File: config.mk
export PLATFORM = sky130hd
export DESIGN_NAME = writeback_stage
export DESIGN_NICKNAME = d
export VERILOG_FILES = /design/src/rtl/wb_pkg.sv /design/src/rtl/out_port_buf.sv /design/src/rtl/writeback_stage.sv
export SDC_FILE = /design/constraint.sdc
export NUM_CORES = 1
export LEC_CHECK = 0
export BUFFER_PORTS_ARGS = -buffer_cell sky130_fd_sc_hd__buf_2
export CAP_MARGIN = 20
export CORE_ASPECT_RATIO = 0.6
export CORE_MARGIN = 4
export CORE_UTILIZATION = 35
export CTS_CLUSTER_SIZE = 14
export DETAILED_ROUTE_END_ITERATION = 8
export PLACE_DENSITY = 0.67
export REMOVE_ABC_BUFFERS = 1
export SLEW_MARGIN = 20
export SYNTH_ARGS = -nofsm -noshare
export SYNTH_HDL_FRONTEND = slang
export SYNTH_SLANG_ARGS = --single-unit
File: constraint.sdc
create_clock -name clk -period 4.8 [get_ports clk]
set_input_delay 0.24 -clock clk [delete_from_list [all_inputs] [get_ports clk]]
set_output_delay 0.24 -clock clk [all_outputs]
set_load 0.03 [all_outputs]
File: src/rtl/wb_pkg.sv
// Shared types and default widths for the write-back stage.
package wb_pkg;

    localparam int unsigned DATA_W_DEF = 16;
    localparam int unsigned REG_AW_DEF = 3;
    localparam int unsigned WB_SEL_W   = 2;

    // Write-back source select
    typedef enum logic [WB_SEL_W-1:0] {
        WB_ALU = 2'b00,
        WB_MEM = 2'b01,
        WB_IN  = 2'b10,
        WB_RSV = 2'b11
    } wb_sel_t;

    // Output-port buffer occupancy
    typedef enum logic {
        EMPTY = 1'b0,
        FULL  = 1'b1
    } ob_state_t;

endpackage

File: src/rtl/out_port_buf.sv
// One-entry output-port buffer with valid/ready handshake on the consumer side.
module out_port_buf
    import wb_pkg::*;
#(
    parameter int unsigned DATA_W = DATA_W_DEF
) (
    input  logic              clk,
    input  logic              rst,
    input  logic              load,
    input  logic [DATA_W-1:0] loadData,
    input  logic              outReady,
    output logic [DATA_W-1:0] outPort,
    output logic              outValid,
    output logic              full
);

    ob_state_t         state_q, state_d;
    logic [DATA_W-1:0] data_q, data_d;

    // State and data registers
    always_ff @(posedge clk or posedge rst) begin
        if (rst) begin
            state_q <= EMPTY;
            data_q  <= '0;
        end else begin
            state_q <= state_d;
            data_q  <= data_d;
        end
    end

    // Next state: a load always wins (drain+reload when FULL), otherwise drain on ready
    always_comb begin
        state_d = state_q;
        data_d  = data_q;
        case (state_q)
            EMPTY: begin
                if (load) begin
                    data_d  = loadData;
                    state_d = FULL;
                end
            end
            FULL: begin
                if (load) begin
                    data_d  = loadData;
                    state_d = FULL;
                end else if (outReady) begin
                    state_d = EMPTY;
                end
            end
            default: state_d = EMPTY;
        endcase
    end

    assign outPort  = data_q;
    assign full     = (state_q == FULL);
    assign outValid = full;

endmodule

File: src/rtl/writeback_stage.sv
// MEM/WB pipeline register, write-back source mux, register-file write port and output port.
module writeback_stage
    import wb_pkg::*;
#(
    parameter int unsigned DATA_W = DATA_W_DEF,
    parameter int unsigned REG_AW = REG_AW_DEF
) (
    input  logic                clk,
    input  logic                rst,
    input  logic                memValid,
    input  logic                memRegWrite,
    input  logic [WB_SEL_W-1:0] memWbSel,
    input  logic [REG_AW-1:0]   memRdst,
    input  logic [DATA_W-1:0]   memAluResult,
    input  logic [DATA_W-1:0]   memReadData,
    input  logic [DATA_W-1:0]   memInData,
    input  logic                memOutEn,
    input  logic                outReady,
    output logic                regWrite,
    output logic [REG_AW-1:0]   Rdst,
    output logic [DATA_W-1:0]   writeData,
    output logic [DATA_W-1:0]   outPort,
    output logic                outValid,
    output logic                wbStall
);

    logic              valid_q,    valid_d;
    logic              regwrite_q, regwrite_d;
    wb_sel_t           wbsel_q,    wbsel_d;
    logic [REG_AW-1:0] rdst_q,     rdst_d;
    logic [DATA_W-1:0] alu_q,      alu_d;
    logic [DATA_W-1:0] rdata_q,    rdata_d;
    logic [DATA_W-1:0] indata_q,   indata_d;
    logic              outen_q,    outen_d;

    logic              buf_full;
    logic              retire;
    logic              buf_load;
    logic [DATA_W-1:0] sel_val;

    // WB register: capture from MEM unless the stage is stalled
    always_comb begin
        valid_d    = valid_q;
        regwrite_d = regwrite_q;
        wbsel_d    = wbsel_q;
        rdst_d     = rdst_q;
        alu_d      = alu_q;
        rdata_d    = rdata_q;
        indata_d   = indata_q;
        outen_d    = outen_q;
        if (!wbStall) begin
            valid_d    = memValid;
            regwrite_d = memRegWrite;
            wbsel_d    = wb_sel_t'(memWbSel);
            rdst_d     = memRdst;
            alu_d      = memAluResult;
            rdata_d    = memReadData;
            indata_d   = memInData;
            outen_d    = memOutEn;
        end
    end

    // WB register storage
    always_ff @(posedge clk or posedge rst) begin
        if (rst) begin
            valid_q    <= 1'b0;
            regwrite_q <= 1'b0;
            wbsel_q    <= WB_ALU;
            rdst_q     <= '0;
            alu_q      <= '0;
            rdata_q    <= '0;
            indata_q   <= '0;
            outen_q    <= 1'b0;
        end else begin
            valid_q    <= valid_d;
            regwrite_q <= regwrite_d;
            wbsel_q    <= wbsel_d;
            rdst_q     <= rdst_d;
            alu_q      <= alu_d;
            rdata_q    <= rdata_d;
            indata_q   <= indata_d;
            outen_q    <= outen_d;
        end
    end

    // Write-back source mux; the reserved code falls back to the ALU result
    always_comb begin
        sel_val = alu_q;
        case (wbsel_q)
            WB_ALU:  sel_val = alu_q;
            WB_MEM:  sel_val = rdata_q;
            WB_IN:   sel_val = indata_q;
            WB_RSV:  sel_val = alu_q;
            default: sel_val = alu_q;
        endcase
    end

    // An OUT can only block when the buffer is occupied and the consumer is not taking it
    assign wbStall   = valid_q & outen_q & buf_full & ~outReady;
    assign retire    = valid_q & ~wbStall;
    assign buf_load  = retire & outen_q;

    assign regWrite  = retire & regwrite_q;
    assign Rdst      = rdst_q;
    assign writeData = sel_val;

    out_port_buf #(
        .DATA_W (DATA_W)
    ) u_out_port_buf (
        .clk      (clk),
        .rst      (rst),
        .load     (buf_load),
        .loadData (sel_val),
        .outReady (outReady),
        .outPort  (outPort),
        .outValid (outValid),
        .full     (buf_full)
    );

endmodule
==> summary.txt <==
hold_buf cts: 0
Initial DRC Count: 66
final setup margin: 2.34 ns
TritonCTS Buffers: 9
Hold WC Path Type: in2reg
Post-Synthesis Cell Area: 3190 sq um
Routed WL: 6.89 mm
die height: 81.9 microns
Via-to-Cell Ratio: 4.74
CTS H-tree lvls: 3
Worst Path Arrival: 2.22 ns
io pins: 97
Final Hold Viols: 0
Clock Pin Slew Worst Setup and Hold Paths: 0.05 ns
clk sink count: 73
critical path capture point type: output pin
setup_tns: 0 ns
Port-buffer cells: 96
static leakage: 0.00199 uW
Peak supply drop: 216 uV
most frequent cells in the layout: 96 x buf_2, 73 x dfrtp_1, 54 x mux2_2, 19 x inv_1
relative slew slack: 38.2%
first-pass GRT wire length: 11.3 mm
largest net degree at the start of global routing: 74
CP max stage delay: 0.67 ns
# nets final: 375
Placer Congestion: 0.706
switching share of power: 29.8%
DRC Markers: 0
GRT Util Overall: 13.8%
Buf/Inv on CP: 1
fmax: 0.406 GHz
post_cts resized: 0
Yosys cell types: 17
Synth Warn #: 0
biggest fanout along the worst timing path: 58
Overflow after GRT: 0
setup slack, reg-to-reg: 2.84 ns
hold_ws: 0.0967 ns
Period minus WS final: 2.46 ns
sw power: 534 uW
status: completed
Power Density: 446 nW/um^2
Clock Power Share: 35.7%
maximum buffer depth of the clock tree: 2
Seq pwr share: 40.9%
Root Driver: clkbuf_16
Finished Core Util: 46.3%
max_cap viols: 0
DIE WIDTH: 131 microns
Tot Pwr: 1790 uW
Pre-antenna DRT Iters: 4
CP Class: reg2out
Critical Path RT: 4.56 ns
crit-path cells: nor2b_4 > nand3_4 > and3_1 > buf_2
vias post-DR: 2,047
Gate power share: 23.4%
Setup Fix Bufs, Post-CTS: 0
layout cells sized above 1: 59.6%
die area: 10,700 sq um
sequential area share after synthesis: 57.3%
post-DR wirelength/cell: 15.9 microns
Area Growth Syn to Fin: 26.0%
final antenna-violating net count: 0
CP top delay family: simple AND/OR/NAND/NOR gates
syn avg cell area: 14.6 sq um
worst slew pin tran: 0.927 ns
dpl ws: 2.64 ns
core area: 8690 sq um
Critical Path Start Type: flop
most common cell after layout, fill and taps aside: buf_2
row count: 26
Worst path slowest cell: nand3_4
worst skew pair latency: 0.33 ns
Setup violations, final: 0
CTS tree: built
initial antenna violation count: 1
period utilisation layout: 51.3%
Int Pwr: 1260 uW
flops & latches, synth: 73
vias in the first global route: 2,148
Starting Density: 36.7%
RSZ-0062 raised after global routing: no
skew final: 0.00314 ns
Post-Synthesis Cells: 219
DP Wirelength: 4.67 mm
Slew Limit Fails: 0
layout make-up:
type,instances,area (sq um)
diodes,1,2.50
clock buffers,14,284
clock inverters,2,10.0
fillers,818,4670
inverters,20,75.1
multi-input cells,112,1180
flip-flops and latches,73,1830
well taps,112,140
repair buffers,98,495
path summary, 6_finish.rpt:
check | cells past startpoint | endpoint | from
worst min register to register | 1 | u_out_port_buf.outPort[12]$_DFFE_PP0P_ | u_out_port_buf.outPort[12]$_DFFE_PP0P_
worst max register to register | 5 | u_out_port_buf.outPort[7]$_DFFE_PP0P_ | wbsel_q[0]$_DFFE_PP0N_
max in group asynchronous | 3 | alu_q[10]$_DFFE_PP0N_ | rst
min in group asynchronous | 3 | u_out_port_buf.outPort[11]$_DFFE_PP0P_ | rst
worst max-delay path | 4 | regWrite | u_out_port_buf.full$_DFF_PP0_
worst min-delay path | 2 | outen_q$_DFFE_PP0N_ | memOutEn
cell usage after synthesis:
cell,instances,area [sq um]
mux2_4,16,240
a221oi_1,13,114
nor2b_4,1,13.8
and3_1,1,6.26
a221oi_2,3,45.0
nand2_1,1,3.75
buf_6,6,67.6
mux2_2,54,608
buf_2,7,35.0
dfrtp_1,73,1830
ha_1,2,25.0
buf_4,1,7.51
nand3_2,1,10.0
a21oi_1,16,80.1
inv_1,20,75.1
nor2_4,1,11.3
nand2b_1,3,18.8
per-layer routing:
metal / vias to the layer above / part of all wire [%] / wire, microns / track usage (%)
met5: - / 0.17 / 12 / 0
met4: 2 / 1.3 / 88 / 4.40
met3: 12 / 10 / 686 / 7.22
met2: 81 / 40 / 2730 / 19.4
met1: 988 / 49 / 3370 / 18.5
li1: 964 / - / - / -
stage by stage:
stage | instances | instance area (sq um)
floorplan | 205 | 3080
global placement | 415 | 3720
detailed placement | 415 | 3720
CTS | 431 | 4020
global route | 431 | 4020
finish | 432 | 4020
state kept, by name, summed over array words and instances (netlist names):
signal and flops:
wbsel_q 2, valid_q 1, alu_q 16, rdata_q 16, u_out_port_buf.full 1, outen_q 1
regwrite_q 1, Rdst 3, u_out_port_buf.outPort 16, indata_q 16
logic make-up (layout without fill, tap and decap cells):
family                     Yosys count  count (layout)  share of synthesized area (%)
adders and majority gates            2               2                          0.785
and+or+nand+nor                      8               8                           2.00
other                                0               1                              0
buffers and inverters               34             134                           5.81
muxes                               70              70                           26.6
DFF                                 73              73                           57.3
AOI/OAI and AO/OA                   32              32                           7.50
power groups by stage:
stage	clock network (uW)	registers (uW)	logic, uW
floorplan	0	833	199
global placement	0	739	420
detailed placement	0	743	425
CTS	663	733	426
global route	692	743	452
finish	640	732	420
No activity file was read; power rests on OpenSTA's default activity.
